--- config.mk ---
export PLATFORM = sky130hd
export DESIGN_NAME = seq_bin2bcd
export DESIGN_NICKNAME = d
export VERILOG_FILES = /design/src/rtl/seq_bin2bcd.sv
export SDC_FILE = /design/constraint.sdc
export NUM_CORES = 1
export LEC_CHECK = 0
export CAP_MARGIN = 20
export CORE_MARGIN = 8
export CORE_UTILIZATION = 53
export DETAILED_ROUTE_END_ITERATION = 6
export DONT_BUFFER_PORTS = 1
export PLACE_DENSITY = 0.79
export SYNTH_ARGS = -nofsm -noshare
export SYNTH_HDL_FRONTEND = slang
export SYNTH_SLANG_ARGS = --single-unit
--- constraint.sdc ---
create_clock -name clk -period 1.4 [get_ports clk]
set_input_delay 0.21 -clock clk [delete_from_list [all_inputs] [get_ports clk]]
set_output_delay 0.21 -clock clk [all_outputs]
set_load 0.03 [all_outputs]
--- src/rtl/seq_bin2bcd.sv ---
// Sequential binary-to-BCD converter (shift-and-add-3, one bit per clock)
// with optional two's complement input, overflow saturation and valid/ready.
`timescale 1ns/1ps
module seq_bin2bcd #(
   parameter int W_IN     = 8,
   parameter int N_DIGITS = 3,
   parameter int SIGNED   = 0
) (
   input  logic                  clk,
   input  logic                  rst,
   input  logic                  in_valid,
   output logic                  in_ready,
   input  logic [W_IN-1:0]       in_data,
   output logic                  out_valid,
   input  logic                  out_ready,
   output logic [4*N_DIGITS-1:0] out_bcd,
   output logic                  out_neg,
   output logic                  out_overflow,
   output logic [1:0]            dbg_state
);

   localparam int                BW       = 4 * N_DIGITS;
   localparam int                CW       = $clog2(W_IN + 1);
   localparam logic [CW-1:0]     CNT_LAST = CW'(W_IN);
   localparam logic [W_IN-1:0]   ONE      = W_IN'(1);
   localparam logic [BW-1:0]     ALL_NINE = {N_DIGITS{4'h9}};

   typedef enum logic [1:0] {S_IDLE = 2'd0, S_CONV = 2'd1, S_DONE = 2'd2} state_t;

   state_t          state_q, state_d;
   logic            armed_q;
   logic [W_IN-1:0] bin_q, bin_d;
   logic [BW-1:0]   bcd_q, bcd_d;
   logic            ovf_q, ovf_d;
   logic            neg_q, neg_d;
   logic [CW-1:0]   cnt_q, cnt_d;
   logic [BW-1:0]   res_bcd_q, res_bcd_d;
   logic            res_neg_q, res_neg_d;
   logic            res_ovf_q, res_ovf_d;

   logic            accept;
   logic            is_neg;
   logic [W_IN-1:0] mag;
   logic [BW-1:0]   adj;
   logic [BW-1:0]   bcd_sh;
   logic [W_IN-1:0] bin_sh;
   logic            shift_out;

   // Handshakes: a word moves when valid and ready are both high at a rising
   // edge; the source holds valid/data until then, and ready never depends on valid.
   assign accept = in_valid & in_ready;
   assign is_neg = (SIGNED != 0) && in_data[W_IN-1];
   assign mag    = is_neg ? (~in_data + ONE) : in_data;

   always_ff @(posedge clk or posedge rst) begin
      if (rst) begin
         state_q <= S_IDLE;
         armed_q <= 1'b0;
      end else begin
         state_q <= state_d;
         armed_q <= 1'b1;
      end
   end

   always_comb begin
      state_d = state_q;
      case (state_q)
         S_IDLE:  if (accept) state_d = S_CONV;
         S_CONV:  if (cnt_q == CNT_LAST) state_d = S_DONE;
         S_DONE:  if (out_ready) state_d = S_IDLE;
         default: state_d = S_IDLE;
      endcase
   end

   always_comb begin
      in_ready     = (state_q == S_IDLE) && armed_q;
      out_valid    = (state_q == S_DONE);
      out_bcd      = res_bcd_q;
      out_neg      = res_neg_q;
      out_overflow = res_ovf_q;
      dbg_state    = state_q;
   end

   // Add-3 correction on every digit, then one left shift of {bcd, bin}.
   always_comb begin
      adj = bcd_q;
      for (int d = 0; d < N_DIGITS; d++) begin
         if (bcd_q[4*d +: 4] >= 4'd5) adj[4*d +: 4] = bcd_q[4*d +: 4] + 4'd3;
      end
      {shift_out, bcd_sh, bin_sh} = {adj, bin_q, 1'b0};
   end

   always_comb begin
      bin_d     = bin_q;
      bcd_d     = bcd_q;
      ovf_d     = ovf_q;
      neg_d     = neg_q;
      cnt_d     = cnt_q;
      res_bcd_d = res_bcd_q;
      res_neg_d = res_neg_q;
      res_ovf_d = res_ovf_q;
      case (state_q)
         S_IDLE: begin
            if (accept) begin
               bin_d = mag;
               bcd_d = '0;
               ovf_d = 1'b0;
               neg_d = is_neg;
               cnt_d = '0;
            end
         end
         S_CONV: begin
            if (cnt_q != CNT_LAST) begin
               bin_d = bin_sh;
               bcd_d = bcd_sh;
               ovf_d = ovf_q | shift_out;
               cnt_d = cnt_q + CW'(1);
            end else begin
               res_bcd_d = ovf_q ? ALL_NINE : bcd_q;
               res_neg_d = neg_q;
               res_ovf_d = ovf_q;
            end
         end
         default: ;
      endcase
   end

   always_ff @(posedge clk or posedge rst) begin
      if (rst) begin
         bin_q     <= '0;
         bcd_q     <= '0;
         ovf_q     <= 1'b0;
         neg_q     <= 1'b0;
         cnt_q     <= '0;
         res_bcd_q <= '0;
         res_neg_q <= 1'b0;
         res_ovf_q <= 1'b0;
      end else begin
         bin_q     <= bin_d;
         bcd_q     <= bcd_d;
         ovf_q     <= ovf_d;
         neg_q     <= neg_d;
         cnt_q     <= cnt_d;
         res_bcd_q <= res_bcd_d;
         res_neg_q <= res_neg_d;
         res_ovf_q <= res_ovf_d;
      end
   end

endmodule

; Yosys cells after proc, flatten, opt, wreduce, memory -nomap -nowiden
; Cells that the tools add are included.
[totals]
ff_bits = 41
in_bits = 12
out_inout_bits = 18
elab_cells = 52
[op_classes]
add_sub_neg = 4
order_cmp = 3
eq_ne = 8
muxes = 20
n_bitwise = 3
n_reduce_logical = 6
[ops]
columns = cell, count
row1 = $mux W12, 3
row2 = $pmux W12 S2, 1
row3 = $mux W4, 5
row4 = $mux W8, 2
row5 = $pmux W8 S2, 1
row6 = $add A4 B2 Y4 const B, 3
row7 = $ge A4 B3 Y1 const B, 3
row8 = $pmux W4 S2, 1
row9 = $mux W2, 3
row10 = $ne A2 B2 Y1 const B, 3
row11 = $pmux W2 S3, 1
row12 = $reduce_and A3 Y1, 2
row13 = $add A4 B1 Y4 const B, 1
row14 = $eq A4 B4 Y1 const B, 1
row15 = $ne A4 B4 Y1 const B, 1
row16 = $eq A2 B1 Y1 const B, 1
row17 = $eq A2 B2 Y1 const B, 1
row18 = $logic_not A2 Y1, 1
row19 = $mux W1, 2
row20 = $ne A2 B1 Y1 const B, 1
row21 = $pmux W1 S2, 1
row22 = $reduce_and A2 Y1, 1
row23 = $reduce_bool A2 Y1, 1
row24 = $and A1 B1 Y1, 1
row25 = 3 further kinds, 3

; Depth between registers and ports, before layout
; Gate-level depths: netlist (run 1).
[depth]
word_depth = 5
ltp_mapped = 8
mapped_depth_nobuf = 7

; Worst setup path after synthesis (run 1)
; Ideal clock, no wire load.
[synth_timing]
kind = register to register
startpoint = reg cnt_q[0]
endpoint = reg bin_q[1]
setup_time_ps = 126
arrival_time_ps = 1377
required_ps = 1274
path_slack_ps = -103
path_stages_with_launch = 9
n_path_buf = 1
synth_period_minus_slack_ps = 1503
path_cell_list = dfrtp_1 inv_1 ha_1 nand3b_4 o211ai_4 inv_2 buf_6 nor2_1 a31oi_1
[synth_via]
elab_chain_cells = 3
[synth_lines]
columns = element, line_no
row1 = from (decl), 36  ; logic [CW-1:0] cnt_q, cnt_d;
row2 = from (signal assigned), 143  ; cnt_q <= cnt_d;
row3 = $ne A4 B4 Y1, 113  ; if (cnt_q != CNT_LAST) begin
row4 = $ne A2 B2 Y1 (no line), n/a
row5 = $reduce_and A3 Y1 (no line), n/a
row6 = to (signal assigned), 139  ; bin_q <= bin_d;
row7 = to (decl), 32  ; logic [W_IN-1:0] bin_q, bin_d;
; No other way between the ends.
; A chain may end at the register's enable or synchronous reset.

; Worst setup path in the final report (run 1)
[layout_timing]
startpoint = reg cnt_q[1]
endpoint = reg cnt_q[3]
[layout_via]
elab_chain_cells = 3
word_cells_on_any_way = 6
classes_between = add/sub: 1 / eq/ne: 2 / mux: 2 / reduce/logical: 1
[layout_lines]
columns = element, line_no
row1 = $add A4 B1 Y4 / $ne A4 B4 Y1 (equally long branches), "117, 113"
row2 = $mux W4 / $ne A2 B2 Y1 (equally long branches), n/a
row3 = $pmux W4 S2 / $reduce_and A3 Y1 (equally long branches), n/a
; Several ways; a longest one is shown, not always the timed one. The select of a mux whose other input is x is not followed.

==> summary.md, run 1 <==
| Metric | Value |
|---|---|
| Final Cell Area | 2640 sq um |
| Clock Skews | 8.43 ps |
| Die height | 77.1 um |
| Clk Tree Root Cell | clkbuf_8 |
| Placement Cell Area | 2270 sq um |
| Cells after Synth | 196 |
| End of the critical path | cnt_q[3] |
| Met3 WL | 333 um |
| XOR/XNOR Fraction of Synth Area | 2.22% |
| Final hold vios | 0 |
| Commonest non-fill, non-tap cell in the layout | dfrtp_1 |
| Routed WL | 5090 um |
| Sink Count | 41 |
| CP arrival | 1740 ps |
| Total track usage | 15.8% |
| N_diodes | 0 |
| Share of cells above drive strength 1 | 38.1% |
| Hpwl dp | 3000 um |
| TritonCTS clock tree | built |
| Critical hold path startpoint | in_data[2] |
| Gpl congestion | 0.786 |
| Worst slew pin tran | 500 ps |
| Peak VDD IR | 1.37 mV |
| Portion of netlist area occupied by mux cells | 1.52% |
| Final setup fails | 33 |
| Routed wl met2 | 2550 um |
| Post-route DRC | 0 |
| RR Endpoint | cnt_q[3] |
| Combinational share of power | 51.0% |
| Worst Setup Start Kind | flop |
| Clock Latency Late Sink | 300 ps |
| DRT iter0 DRCs | 105 |
| Data required, critical path | 1620 ps |
| Residual overflow from global routing | 0 |
| I/O pin count | 30 |
| HP Class | in2reg |
| Syn Std Cell Area | 1980 sq um |
| Main area contributors after synthesis | dfrtp_1, nand2_1, ha_1, a31oi_1, o31ai_1 |
| Register bit total from synthesis | 41 |
| Seq pwr share | 35.2% |
| Largest family of logic cells by synthesized area | compound AO/OA/AOI/OAI gates |
| Max Root-Sink Buffers | 2 |
| Routed WL per cell | 17.4 um |
| Vias | 1660 |
| Synth Area in Simple Gates | 15.8% |
| Width of the chip | 77.1 um |
| Largest area contributor in the netlist | dfrtp_1 |
| Final worst setup slack | -116 ps |
| Core Region | 3630 sq um |
| YS warnings | 0 |
| Num rows | 22 |
| RR Startpoint | cnt_q[1] |
| Initial antenna violation count | 0 |
| R2R depth | 7 |
| Distinct cells, synth | 38 |
| Clock H-tree levels | 2 |
| Sw Share | 42.2% |
| Layout Nets | 263 |
| Reg clk slew, reported paths | 70 ps |
| F_max | 0.660 GHz |
| Initial Util | 54.4% |
| Wl on met1 | 2040 um |
| Synthesis-to-finish area growth | 33.8% |
| Area share of the largest cell type after synthesis | 51.9% |
| Relative slew slack | 66.6% |
| Total CTS buffers | 5 |
| Die area | 5940 sq um |
| Internal power | 4.06 mW |
| CP Capture Type | flop |
| Async SR Flop Fraction | 100% |
| Outcome | finished, violations left |
| Mapped Nets | 216 |
| First-pass GRT wire length | 7660 um |
| Sequential share of the synthesized area | 51.9% |
| Max-Cap Viols | 0 |
| Compound-Gate Fraction of Synth Area | 17.6% |
| Router iterations before antenna repair | 4 |
| Reg2Reg Setup Slack | -120 ps |
| Most used flip-flop cell after synthesis | dfrtp_1 |
| Vias in the first global route | 1631 |
| Power density over cell area | 2660 nW/um^2 |
| CP Max Fanout | 5 |
| Top Layer Used | met4 |
| # placed instances | 272 |
| Post-synth EDFFs | 0 |
| Min Tclk post-route | 1520 ps |
| Failing checks | negative setup slack |
| Syn Area/Cell | 10.1 sq um |
| Clk pwr share | 13.9% |
| Antenna Nets Post-Route | 0 |
| Crit Path Category | reg2reg |
| Psw | 2.96 mW |
| Critical path startpoint | cnt_q[1] |
| Port Buffer Count | 0 |
| Most frequent cells in the layout | dfrtp_1, nand2_1, buf_4 |
| Largest net degree at the start of global routing | 42 |
| Drt via density | 5.68 |
| Crit share post-route | 108% |
| Post-Layout Cell Count | 292 |
| Fin. max-slew vios | 0 |
| Leakage power | 1.25 nW |
| Unrepaired setup endpoints after global routing | true |
| Synth Area in Adders | 5.07% |
## routing by layer
metal	track usage [%]	vias to the layer above
met1	19.6	797
met4	4.53	0
met5	0	-
met2	25.1	69
li1	-	774
met3	5.94	20
## cells in the mapped netlist (all sizes together), types with 2 or more instances
cell,number
o21ai,12
nand2,36
buf,7
xnor2,3
xor2,2
o31ai,7
a21oi,6
dfrtp,41
inv,14
mux2i,3
conb,2
ha,8
nand2b,4
a32o,3
nor2,13
a31oi,10
o22ai,3
o32ai,2
a21o,2
a22o,4
nand3,5
## power groups by stage
stage | combinational (mW) | sequential [mW] | clock (mW)
after global routing | 3.94 | 2.54 | 1.04
after floorplan | 1.87 | 2.36 | 0
after CTS | 3.21 | 2.44 | 0.984
after global placement | 2.78 | 2.41 | 0
after detailed placement | 2.88 | 2.45 | 0
final | 3.58 | 2.47 | 0.975
## stage by stage
stage / util [%] / TNS (ps) / power (mW) / hold WS [ps] / setup slack (ps)
floorplan: - / -1110 / 4.24 / 296 / -99.6
global placement: 62.6 / -322 / 5.19 / 252 / -61.0
detailed placement: 62.6 / -1080 / 5.33 / 257 / -117
CTS: 69.3 / -749 / 6.64 / 53.7 / -68.1
global route: 72.8 / -4740 / 7.53 / 55.7 / -193
finish: 72.8 / -1740 / 7.03 / 61.6 / -116
## state kept, by name (all words and copies together), names as in the netlist
name / flops
bcd_q: 12
out_bcd: 12
bin_q: 8
cnt_q: 4
dbg_state: 2
armed_q: 1
out_overflow: 1
ovf_q: 1
## critical path, cell delays in order, from the launching register on
cell and delay (ps):
dfrtp_1 390, inv_2 80, ha_4 140, nand3b_4 90, o211ai_4 330, buf_6 180
o21ai_1 90, a21oi_2 150
## what timing repair did
action / in CTS / in global routing
cloned: 2 / 1
endpoints found under the setup margin: 32 / 41
resized for setup: 19 / 30
endpoints found under the hold margin: 42 / 0
pin swaps: 9 / 10
hold buffers: 2 / 0
buffers inserted: 5 / 2
## final cells by class
| type | instances | area [sq um] |
|---|---|---|
| clock inverter | 1 | 30.0 |
| inverter | 14 | 57.6 |
| timing repair buffer | 45 | 415 |
| fill | 275 | 990 |
| timing repair inverter | 2 | 10.0 |
| multi-input combinational | 134 | 956 |
| clock buffer | 7 | 86.3 |
| sequential | 41 | 1030 |
| tap | 48 | 60.1 |
## worst min-delay path by stage
stage	to	depth (start not counted)
2_1_floorplan	dbg_state[1]	1
3_3_place_gp	out_bcd[10]	2
3_5_place_dp	ovf_q	2
4_1_cts	bin_q[0]	1
5_1_grt	bin_q[0]	1
6_report	bin_q[2]	2
## cell families (layout without fill, tap and decap cells)
group,count (synthesis),after routing
compound gates,50,50
mux,3,3
simple gates,66,66
xor+xnor,5,5
buf+inv,21,69
flops,41,41
other cells,2,2
fa+ha+maj,8,8
Note: power is estimated with default switching activity, not from simulation.
==> run 2: changes to the inputs <==
Settings changed: SLEW_MARGIN set to 10.
==> results of run 2 <==
Same layout as run 1: the final DEF is identical, and so are final timing and power.
